[src/rtl/updown_counter_8bit_pkg.sv]
// ============================================================================
// updown_counter_8bit_pkg : shared width default and direction encodings
// Rev 1.0
// ============================================================================
`default_nettype none

package updown_counter_8bit_pkg;

  localparam int COUNTER_WIDTH = 8;

  localparam logic DIR_UP   = 1'b1;
  localparam logic DIR_DOWN = 1'b0;

endpackage : updown_counter_8bit_pkg

`default_nettype wire

[src/rtl/updown_counter_8bit.sv]
// ============================================================================
// updown_counter_8bit : synchronous up/down counter with one-cycle wrap flag
// Rev 1.0
// ============================================================================
`default_nettype none

module updown_counter_8bit
  import updown_counter_8bit_pkg::*;
#(
  parameter int               WIDTH       = COUNTER_WIDTH,
  parameter logic [WIDTH-1:0] RESET_VALUE = '0
) (
  input  logic             clk,
  input  logic             rst_n,
  input  logic             enable,
  input  logic             up_down,
  output logic [WIDTH-1:0] count,
  output logic             overflow
);

  localparam logic [WIDTH-1:0] c_one = {{(WIDTH-1){1'b0}}, 1'b1};

  logic [WIDTH-1:0] r_count;
  logic             r_overflow;

  logic [WIDTH-1:0] w_next_count;
  logic             w_at_max;
  logic             w_at_min;
  logic             w_wrap;

  assign w_at_max = &r_count;
  assign w_at_min = ~|r_count;

  // A wrap happens only on an enabled edge leaving the terminal value in the
  // current direction of travel.
  assign w_wrap = enable & (((up_down == DIR_UP)   & w_at_max) |
                            ((up_down == DIR_DOWN) & w_at_min));

  assign w_next_count = (up_down == DIR_UP) ? (r_count + c_one)
                                            : (r_count - c_one);

  always_ff @(posedge clk) begin
    if (!rst_n) begin
      r_count    <= RESET_VALUE;
      r_overflow <= 1'b0;
    end else if (enable) begin
      r_count    <= w_next_count;
      r_overflow <= w_wrap;
    end else begin
      r_overflow <= 1'b0;
    end
  end

  assign count    = r_count;
  assign overflow = r_overflow;

endmodule : updown_counter_8bit

`default_nettype wire

[config.mk]
export PLATFORM = sky130hd
export DESIGN_NAME = updown_counter_8bit
export DESIGN_NICKNAME = d
export VERILOG_FILES = /design/src/rtl/updown_counter_8bit_pkg.sv /design/src/rtl/updown_counter_8bit.sv
export SDC_FILE = /design/constraint.sdc
export NUM_CORES = 1
export LEC_CHECK = 0
export ABC_AREA = 1
export BUFFER_PORTS_ARGS = -buffer_cell sky130_fd_sc_hd__buf_2
export CAP_MARGIN = 40
export CORE_UTILIZATION = 41
export CTS_CLUSTER_DIAMETER = 30
export DETAILED_ROUTE_END_ITERATION = 8
export GPL_ROUTABILITY_DRIVEN = 0
export PLACE_DENSITY = 0.64
export SYNTH_ARGS = -nofsm -noshare
export SYNTH_HDL_FRONTEND = slang
export SYNTH_SLANG_ARGS = --single-unit
[constraint.sdc]
create_clock -name clk -period 3.42 [get_ports clk]
set_input_delay 0.171 -clock clk [delete_from_list [all_inputs] [get_ports clk]]
set_output_delay 0.171 -clock clk [all_outputs]
set_load 0.02 [all_outputs]
# After elaboration in Yosys (flattened, before gate mapping)

Index checks and enable logic that the tools add are counted.

Reductions and logical operators: 4
Shift-type cells: 0
Eq/ne operators: 0
Order comparisons: 0
Bitwise logic cells: 5
Div/mod/pow operators: 0
Multiplexer cells: 1
$mul: 0
Add/subtract/negate cells: 2

Operators with widths:

| operator                                                            | count |
|---|---|
| 8-bit by 1-bit adder with 8-bit output (second input constant)      | 1 |
| 8-bit two-way mux                                                   | 1 |
| 8-bit AND reduction                                                 | 1 |
| 8-bit OR reduction                                                  | 1 |
| 8-bit by 1-bit subtractor with 8-bit output (second input constant) | 1 |
| 1-bit AND                                                           | 3 |
| 2-bit AND reduction                                                 | 1 |
| 1-bit logical NOT                                                   | 1 |
| 1-bit NOT                                                           | 1 |
| 1-bit bitwise OR                                                    | 1 |

Word-level logic and storage cells: 14
Bits in read-only memories: 0
Register bits: 9
Input port bits: 4
RAM bits: 0
Latch bits: 0
Memories kept: 0

# Longest topological paths before layout

Gate-level depths: netlist of the first run.

Depth after elaboration: 5
Depth in mapped cells: 10
Gate-level depth less buffers: 10

# Worst setup path before layout of the first run

OpenSTA, ideal clock, no wires.

Kind: reg-to-reg
Start point: register r_count[5] (netlist: count[5])
End point: register r_count[7] (netlist: count[7])
Buffers on the path: 0
Data arrival time: 1330 ps
Stages on the path, launching flop included: 10
Setup slack: 1982 ps
Data required time: 3311 ps
Cells stage by stage: dfxtp_1 ha_1 nand2_1 inv_1 a21oi_1 nand2_1 nand2_1 nand3_1 nand2_1 inv_1

Word-level cells in the longest chain between the ends: 2

RTL lines:

| what                                                                                                         | line                                                 | text |
|---|---|---|
| start, declared                                                                                              | updown_counter_8bit.sv:23                            | `logic [WIDTH-1:0] r_count;` |
| start signal, assigned                                                                                       | updown_counter_8bit.sv:47                            | `r_count <= w_next_count;` |
| 8-bit by 1-bit subtractor with 8-bit output / 8-bit by 1-bit adder with 8-bit output (equally long branches) | updown_counter_8bit.sv:40, updown_counter_8bit.sv:39 |  |
| 8-bit two-way mux (*)                                                                                        | updown_counter_8bit.sv:39                            | `assign w_next_count = (up_down == DIR_UP) ? (r_count + c_one)` |

Mark *: on every way between the ends. The rest lies on a longest branch, timed or not.
A chain may end at the register's enable or synchronous reset.

# Final worst setup path of the first run

Same ends and word-level chain as after synthesis.

==> flow_metrics.env, run 1 <==
export IMPL_synth_nets=117
export IMPL_viasPerCell=5.058
export IMPL_clock_path_buffers=2
export IMPL_ioPinCount=13
export IMPL_root_buffer="clkbuf_4"
export IMPL_drive_gt1_frac=0.1818
export IMPL_cts_sinks=9
export IMPL_postRouteAntennaNets=0
export IMPL_slew_headroom=0.8048
export IMPL_path_max_fanout=5
export IMPL_vdd_drop_max_mv=0.2533
export IMPL_maxCapViolCount=0
export IMPL_synth_cell_types=22
export IMPL_worstMarginPinSlew_ps=292.5
export IMPL_critPathLaunchType="register"
export IMPL_crit_required_ps=3570
export IMPL_cts_hold_buf=0
export IMPL_nNetsFinal=133
export IMPL_start_util=0.4587
export IMPL_setup_viol=0
export IMPL_die_area_sq_um=1936
export IMPL_vias=693
export IMPL_clk_latency_ps=250
export IMPL_yosys_warnings=0
export IMPL_cts_made_buffers=3
export IMPL_fmax_ghz=0.6753
export IMPL_synth_top_area_frac=0.2491
export IMPL_fin_tns_setup_ps=0
export IMPL_drc=0
export IMPL_portBuffers=12
export IMPL_grt_pass1_vias=625
export IMPL_post_cts_buffers=0
export IMPL_maxSlewViolCount=0
export IMPL_rsz0062_at_grt="no"
export IMPL_synth_area_per_cell_sq_um=6.823
export IMPL_syn_inst=106
export IMPL_reg2reg_slack_ps=1940
export IMPL_clk_pin_slew_ps=60
export IMPL_cts_resized=0
export IMPL_hold_depth=3
export IMPL_skew_ps=2.905
export IMPL_synthesis_area_sq_um=723.2
export IMPL_p_leak_nw=0.4682
export IMPL_place_hpwl_um=1233
export IMPL_tritoncts="done"
export IMPL_fin_crit_ps=1481
export IMPL_hp_class="input port to register"
export IMPL_dpl_cell_count=133
export IMPL_die_w_um=44
export IMPL_crit_arrival_ps=1640
export IMPL_grt_pass1_wl_um=2490
export IMPL_drt_iter0_markers=11
export IMPL_core_area_sq_um=1577
export IMPL_grt_overflow=0
export IMPL_ys_seq_elements=9
export IMPL_die_h_um=44
export IMPL_syn_to_final_growth_pct=13.67
export IMPL_finalHoldViolations=0
export IMPL_reg2regPathDepth=9
export IMPL_p_per_area_nw_per_um2=414.1
export IMPL_final_cells=137
export IMPL_yosys_top_cells_area="dfxtp_1, nand2_1, ha_1, inv_1, a21oi_1"
export IMPL_antenna_found_initial=0
export IMPL_status="finished, final reports clean"
export IMPL_antenna_cells=0
export IMPL_critical_path_class="register to register"
export IMPL_finalWirelength_um=1533
export IMPL_ys_seq_area_frac=0.2491
export IMPL_gr_usage_all_layers=0.1753
export IMPL_grt_start_max_net_pins=11
export IMPL_yosys_area_top_type="dfxtp_1"
export IMPL_fillers=150
export IMPL_htreeDepth=1
export IMPL_endpoint_kind="register"
export IMPL_post_route_period_util=0.4330
export IMPL_core_rowCount=14
export IMPL_wl_per_cell_um=11.19
export IMPL_drtPass1Iterations=4
==> layer usage <==
layer  routed length [um]  track usage  part of all wire
met5                    0            0                 0
met4                    8       0.1212            0.0052
met3                   31      0.01250             0.020
met2                  698       0.2794              0.46
met1                  795       0.2228              0.52
==> placed cells by master, fill, tap and decap left out <==
master / Yosys / layout
dfxtp_1: 9 / 9
inv_1: 20 / 20
nand3_2: 1 / 1
nand4_1: 2 / 2
clkbuf_1: 0 / 1
nand3b_1: 2 / 2
clkbuf_4: 0 / 3
xor2_2: 1 / 1
o211ai_1: 2 / 2
o21ai_0: 4 / 4
a21oi_1: 8 / 8
nand2_4: 1 / 1
ha_1: 6 / 6
nor2_1: 5 / 5
buf_2: 0 / 12
nand2_1: 27 / 27
nor2_2: 1 / 1
nand2_2: 1 / 1
or2_4: 1 / 1
nor3_1: 3 / 3
fa_1: 1 / 1
nand3b_4: 1 / 1
xor2_1: 1 / 1
nand3_1: 8 / 8
==> final cells by class <==
cell class,count,area (sq um),area share
inverters,20,75.07,0.09132
well taps,16,20.02,0.02435
multi-input cells,76,460.4,0.5601
repair buffers,12,60.06,0.07306
flip-flops and latches,9,180.2,0.2192
clock buffers,4,26.28,0.03196
==> synthesized netlist by cell type <==
| cell type | instances |
|---|---|
| o211ai_1 | 2 |
| o21ai_0 | 4 |
| or2_4 | 1 |
| buf_4 | 1 |
| nand2_1 | 27 |
| xor2_1 | 1 |
| nand2_2 | 1 |
| nand3b_4 | 1 |
| xor2_2 | 1 |
| nor2_2 | 1 |
| nand2_4 | 1 |
| ha_1 | 6 |
| a21oi_1 | 8 |
| nand3b_1 | 2 |
| nor3_1 | 3 |
| nand4_1 | 2 |
| inv_1 | 20 |
| fa_1 | 1 |
| nor2_1 | 5 |
| dfxtp_1 | 9 |
| nand3_1 | 8 |
| nand3_2 | 1 |
==> registers in the layout (all words and copies together) (netlist names) <==
register,flops
overflow,1
count,8
==> critical path, cell delays in order (launching register included) <==
cell,delay (ps)
dfxtp_1,400
ha_1,310
nand2_1,130
inv_1,50
a21oi_1,200
nand2_1,70
nand2_1,60
nand3_1,70
nand2_1,70
inv_1,30
==> metrics by stage <==
| stage | total power [mW] | setup slack [ps] | hold slack, ps | utilization | area, sq um |
|---|---|---|---|---|---|
| 2_1_floorplan | 0.2296 | 1982 | 309.4 | - | 723.2 |
| 3_3_place_gp | 0.2616 | 1782 | 497.9 | 0.5048 | 795.8 |
| 3_5_place_dp | 0.2622 | 1762 | 492.0 | 0.5048 | 795.8 |
| 4_1_cts | 0.3447 | 1943 | 212.5 | 0.5214 | 822.0 |
| 5_1_grt | 0.3658 | 1793 | 242.8 | 0.5214 | 822.0 |
| 6_report | 0.3404 | 1939 | 230.4 | 0.5214 | 822.0 |
==> cells by family (layout without fill, tap and decap cells) <==
logic type,count (synthesis),in the layout,synth area share
buffers and inverters,21,36,0.1142
AND/OR/NAND/NOR,53,53,0.3668
AO/OA/AOI/OAI,14,14,0.1038
adder cells (fa/ha/maj),7,7,0.1315
flip-flops,9,9,0.2491
XOR/XNOR,2,2,0.03461
==> report_power, final <==
group	switching (mW)	internal (mW)
logic	0.0820	0.0505
registers	0.0134	0.115
clock network	0.0344	0.0448
==> path summary, 6_finish.rpt <==
check	start	end
setup / recovery	count[5]	count[7]
hold / removal	rst_n	count[0]
setup reg to reg	count[5]	count[7]
hold reg to reg	count[5]	overflow
Power figures use the tool's default switching activity.
==> inputs of run 2 (changes only) <==
ABC_AREA = 0   (was 1)
PLACE_DENSITY = 0.65   (was 0.64)
clock period = 1.4 ns   (was 3.42 ns; I/O delays follow)
==> run 2 against run 1 <==
The flow now finishes with violations (setup timing). Wire length increased by 0.98%. Global-route usage increased by 6.3 points. Critical path depth decreased by 3. Sequential share of layout area is 0.57 points lower. Via count fell by 7.5%. Clock skew barely moved. Register-to-register slack got worse by 2100 ps. Synthesized cell count fell by 33%. Setup slack got worse by 2100 ps. Clock power increased to 2.8 times the previous value. Combinational power rose to 4.0 times the previous value. Largest cell class unchanged. Highest routed layer unchanged.
==> flow_metrics.env, run 2 <==
export IMPL_rr_startpoint="count[4]"
export IMPL_skew_ps=2.539
export IMPL_fin_crit_ps=1512
export IMPL_drive_gt1_frac=0.4804
export IMPL_fillers=115
export IMPL_cts_made_buffers=3
export IMPL_finalWirelength_um=1548
export IMPL_synth_common_cells="dfxtp_1, nand2_1, ha_1, mux2i_1"
export IMPL_maxCapViolCount=0
export IMPL_yosys_area_share_adder=0.1526
export IMPL_synth_cell_types=28
export IMPL_regArea_sq_um=201.4
export IMPL_critPathLaunchType="register"
export IMPL_core_rowCount=13
export IMPL_r2r_end="count[7]"
export IMPL_grt_start_max_net_pins=14
export IMPL_worstHoldStart="rst_n"
export IMPL_vias=641
export IMPL_final_util=0.6988
export IMPL_cts_hold_buf=0
export IMPL_ys_seq_elements=9
export IMPL_ys_async_sr_fraction=0
export IMPL_ys_seq_area_frac=0.2892
export IMPL_maxSlewViolCount=0
export IMPL_hold_depth=2
export IMPL_cts_sinks=9
export IMPL_portBuffers=12
export IMPL_root_buffer="clkbuf_4"
export IMPL_synth_nets=82
export IMPL_nNetsFinal=114
export IMPL_reg2regPathDepth=6
export IMPL_start_util=0.4615
export IMPL_synth_top_area_frac=0.2892
export IMPL_yosys_warnings=0
export IMPL_tritoncts="done"
export IMPL_antenna_found_initial=0
export IMPL_yosys_area_top_type="dfxtp_1"
export IMPL_multi_input_area_sq_um=501.7
export IMPL_yosysMostFrequentCell="dfxtp_1"
export IMPL_synth_edff_count=0
export IMPL_die_w_um=40.99
export IMPL_synth_xor_area_share=0.07028
export IMPL_hp_class="input port to register"
export IMPL_fmax_ghz=0.6616
export IMPL_clk_pin_slew_ps=70
export IMPL_fin_tns_setup_ps=-256.7
export IMPL_viasPerCell=5.479
export IMPL_die_h_um=40.99
export IMPL_htreeDepth=1
export IMPL_status="complete, but fails checks"
export IMPL_crit_arrival_ps=1680
export IMPL_largest_reg_flops=8
export IMPL_synth_compound_area_frac=0.1727
export IMPL_dpl_cell_count=112
export IMPL_holdPathEnd="count[2]"
export IMPL_p_leak_nw=0.4509
export IMPL_worstMarginPinSlew_ps=379.8
export IMPL_synth_area_per_cell_sq_um=8.776
export IMPL_worstSetupStartpoint="count[4]"
export IMPL_place_hpwl_um=1129
export IMPL_synth_top_family_by_area="simple AND/OR/NAND/NOR gates"
export IMPL_path_max_fanout=2
export IMPL_vdd_drop_max_mv=0.6794
export IMPL_p_total_mw=1.087
export IMPL_post_route_period_util=1.080
export IMPL_die_area_sq_um=1680
export IMPL_drc=0
export IMPL_dpl_cell_area_sq_um=870.8
export IMPL_stdcell_area_sq_um=943.4
export IMPL_clk_latency_ps=270
export IMPL_grt_pass1_vias=528
export IMPL_endpoint_kind="register"
export IMPL_grt_overflow=0
export IMPL_final_setup_worst_slack_ps=-111.6
export IMPL_postRouteAntennaNets=0
export IMPL_syn_to_final_growth_pct=51.41
export IMPL_setup_viol=4
export IMPL_drt_iter0_markers=3
export IMPL_ioPinCount=13
export IMPL_p_per_area_nw_per_um2=1152
export IMPL_ys_flop_type="dfxtp_1"
export IMPL_grt_pass1_wl_um=2352
export IMPL_critical_path_class="register to register"
export IMPL_wl_per_cell_um=13.23
export IMPL_layout_commonest_cell="buf_4"
export IMPL_synthesis_area_sq_um=623.1
export IMPL_reg2reg_slack_ps=-110
export IMPL_syn_inst=71
export IMPL_crit_required_ps=1570
export IMPL_synthMuxAreaShare=0.06426
export IMPL_antenna_cells=0
export IMPL_final_cells=117
export IMPL_synthSimpleGateAreaFrac=0.2269
export IMPL_gr_usage_all_layers=0.2379
export IMPL_finalHoldViolations=0
export IMPL_drtPass1Iterations=2
export IMPL_layout_common_cells="buf_4, buf_2, nand2_1, dfxtp_4, mux2i_1"
export IMPL_violations="setup timing"
export IMPL_clock_path_buffers=2
export IMPL_slew_headroom=0.7465
export IMPL_core_area_sq_um=1350
export IMPL_yosys_top_cells_area="dfxtp_1, ha_1, mux2i_1, nand2_1, xor2_1"
export IMPL_rsz0062_at_grt="yes"
==> run 2: critical path, cell delays in order (launching register included) <==
cell	delay [ps]
dfxtp_4	350
ha_4	230
a21o_1	170
a31o_1	220
o21a_1	160
o21a_1	170
mux2i_1	110
==> run 2: power by group <==
part           switching (mW)  internal [mW]  total (mW)
combinational           0.257          0.268       0.525
clock                   0.109          0.111       0.220
sequential             0.0396          0.302       0.341
==> run 2: kinds of logic after synthesis <==
logic type / count (synthesis)
XOR/XNOR: 5
flip-flops: 9
AND/OR/NAND/NOR: 26
multiplexers: 4
AO/OA/AOI/OAI: 16
buffers and inverters: 4
adder cells (fa/ha/maj): 7
==> run 2: cell type report <==
type                    instances  area share
well taps                      15     0.01989
flip-flops and latches          9      0.2135
repair buffers                 29      0.1989
inverters                       2    0.007958
clock buffers                   4     0.02785
multi-input cells              58      0.5318
==> run 2: stage by stage <==
step           setup WS (ps)  hold WS, ps
3_3_place_gp          -208.7        435.6
4_1_cts               -111.3        150.3
3_5_place_dp          -237.9        435.7
2_1_floorplan         -130.0        225.7
5_1_grt               -160.5        150.1
6_report              -111.6        145.8
==> run 2: worst max-delay path by stage <==
stage,slack [ps],depth (start not counted),to
finish,-110,6,count[7]
detailed placement,-240,9,count[4]
global placement,-210,9,count[4]
global route,-160,6,count[4]
CTS,-110,6,count[7]
floorplan,-130,6,count[7]
==> run 2: layer usage <==
metal	share of wire	GRT usage	vias to the layer above
met5	0	0	-
met4	0.032	0.2000	0
met3	0.041	0.08152	5
met2	0.44	0.3398	13
met1	0.49	0.2801	295
li1	-	-	328
==> run 2: repair_timing <==
item                                   4_1_cts  5_1_grt
pin swaps                                    9        3
setup endpoints to repair                    5        5
buffers inserted                             1        0
resized for setup                            5        1
endpoints found under the hold margin        0        0
cloned                                       0        0
==> inputs of run 3 (changes only) <==
REMOVE_ABC_BUFFERS = 1   (was default)
==> run 3 against run 2 <==
Global-route usage is 2.7 points higher. Critical path type unchanged. Register-to-register slack about the same. Via count grew 8.3%. Highest routed layer unchanged. Count of clock-buffer cells in the layout unchanged. Flip-flop and latch count unchanged. The flow still finishes with violations (setup timing). Hold slack better by 24 ps. Combinational power rose by 17%.
==> flow_metrics.env, run 3 (synthesis results as in run 2) <==
export IMPL_status="complete, but fails checks"
export IMPL_violations="setup timing"
export IMPL_syn_to_final_growth_pct=61.04
export IMPL_fillers=94
export IMPL_finalHoldViolations=0
export IMPL_fmax_ghz=0.6559
export IMPL_crit_required_ps=1560
export IMPL_path_max_fanout=2
export IMPL_die_area_sq_um=1680
export IMPL_finalWirelength_um=1988
export IMPL_pwr_share_seq=0.286
export IMPL_clk_pin_slew_ps=70
export IMPL_regArea_sq_um=186.4
export IMPL_grt_start_max_net_pins=14
export IMPL_pwr_share_clk=0.185
export IMPL_fin_crit_ps=1525
export IMPL_setup_viol=5
export IMPL_fin_tns_setup_ps=-427.5
export IMPL_die_h_um=40.99
export IMPL_critPathMaxStageDelay_ps=310
export IMPL_die_w_um=40.99
export IMPL_drt_iter0_markers=19
export IMPL_busiest_layer="met2"
export IMPL_drtPass1Iterations=6
export IMPL_grt_overflow=0
export IMPL_maxSlewViolCount=0
export IMPL_slew_headroom=0.8022
export IMPL_root_buffer="clkbuf_4"
export IMPL_drc=0
export IMPL_grt_pass1_vias=603
export IMPL_gr_usage_all_layers=0.2654
export IMPL_cp_top_family="compound AO/OA/AOI/OAI gates"
export IMPL_ioPinCount=13
export IMPL_p_leak_nw=0.4747
export IMPL_dpl_cell_count=112
export IMPL_global_route_usage_met1=0.3269
export IMPL_timing_hold_ws_ps=169.8
export IMPL_critical_path_class="register to register"
export IMPL_rsz0062_at_grt="yes"
export IMPL_use_met3=0.09783
export IMPL_multi_input_area_sq_um=524.3
export IMPL_endpoint_kind="register"
export IMPL_cp_common_cell="o21a_1"
export IMPL_final_cells=122
export IMPL_cts_made_buffers=3
export IMPL_nNetsFinal=119
export IMPL_postRouteAntennaNets=0
export IMPL_internal_power_mw=0.7185
export IMPL_slowest_stage="dfxtp_1"
export IMPL_hp_class="input port to register"
export IMPL_skew_ps=2.779
export IMPL_vias=694
export IMPL_p_comb_frac=0.529
export IMPL_antenna_cells=0
export IMPL_largest_reg_flops=8
export IMPL_drive_gt1_frac=0.5234
export IMPL_cts_sinks=9
export IMPL_start_util=0.4615
export IMPL_cp_num_buf_inv=0
export IMPL_swShare=0.3794
export IMPL_core_area_sq_um=1350
export IMPL_crit_arrival_ps=1690
export IMPL_layout_common_cells="buf_4, buf_2, nand2_1, dfxtp_2"
export IMPL_worstMarginPinSlew_ps=294.0
export IMPL_tritoncts="done"
export IMPL_vdd_drop_max_mv=0.6935
export IMPL_viasPerCell=5.689
export IMPL_worstPathCellList="ha_1 > a21o_1 > a31o_1 > o21a_1 > o21a_1 > mux2i_1"
export IMPL_antenna_found_initial=0
export IMPL_grt_pass1_wl_um=2760
export IMPL_portBuffers=12
export IMPL_maxCapViolCount=0
export IMPL_met2_usage=0.4375
export IMPL_final_setup_worst_slack_ps=-124.5
export IMPL_clock_path_buffers=2
export IMPL_p_per_area_nw_per_um2=1154
export IMPL_layout_commonest_cell="buf_4"
export IMPL_netSwitchingPower_mw=0.4392
export IMPL_clk_latency_ps=270
export IMPL_place_hpwl_um=1098
export IMPL_htreeDepth=1
export IMPL_cts_hold_buf=0
export IMPL_wl_per_cell_um=16.30
export IMPL_core_rowCount=13
export IMPL_critPathLaunchType="register"
export IMPL_post_route_period_util=1.089
==> run 3: changes by cell type in the layout (fill, tap and decap cells not counted), moves of 2 or more <==
cell,delta
buf_4,+2
dfxtp_4,-5
buf_6,+3
dfxtp_1,+2
dfxtp_2,+3
==> run 3: repair_timing <==
| action | in CTS | in global routing |
|---|---|---|
| setup buffers | 3 | 3 |
| setup endpoints to repair | 5 | 5 |
| resized for setup | 17 | 8 |
| pin swaps | 14 | 11 |
| hold endpoints to repair | 0 | 0 |
==> run 3: worst register-to-register path: cells and delay by family (launching register included) <==
| kind | cells | cell delay (ps) |
|---|---|---|
| adders and majority gates | 1 | 220 |
| AOI/OAI and AO/OA | 4 | 790 |
| muxes | 1 | 110 |
| DFF | 1 | 310 |
==> run 3: path summary, 6_finish.rpt <==
path | start | to | slack, ps | cells after the start
max reg2reg | count[3] | count[7] | -120 | 6
min | rst_n | overflow | 170 | 3
max | count[3] | count[7] | -120 | 6
min reg2reg | count[7] | count[7] | 520 | 2
==> run 3: routing by layer <==
layer  up-vias  routed length [um]
met5         -                   0
met3         2                  94
met4         0                   6
li1        335                   -
met2        19                 989
met1       338                 898
==> run 3: metrics by stage <==
stage               power (mW)  area, sq um  utilization  worst slack (ps)
floorplan               0.6003        615.6            -            -378.0
global placement        0.7822        814.5       0.6033            -225.2
detailed placement      0.7947        814.5       0.6033            -267.8
CTS                      1.076        944.7       0.6997            -81.42
global route             1.222         1003       0.7433            -193.6
finish                   1.158         1003       0.7433            -124.5
==> run 3: final cells by class <==
cell class                 count  area share
clock buffer                   4     0.02618
inverter                       2     0.01122
multi-input combinational     58      0.5224
sequential                     9      0.1858
tap                           15     0.01870
timing repair buffer          34      0.2357
==> run 3: power groups by stage <==
stage	registers, mW	logic, mW	clock network (mW)
after floorplan	0.384	0.216	0
after global placement	0.323	0.459	0
after detailed placement	0.324	0.471	0
after CTS	0.329	0.531	0.216
after global routing	0.336	0.658	0.229
final	0.331	0.612	0.214
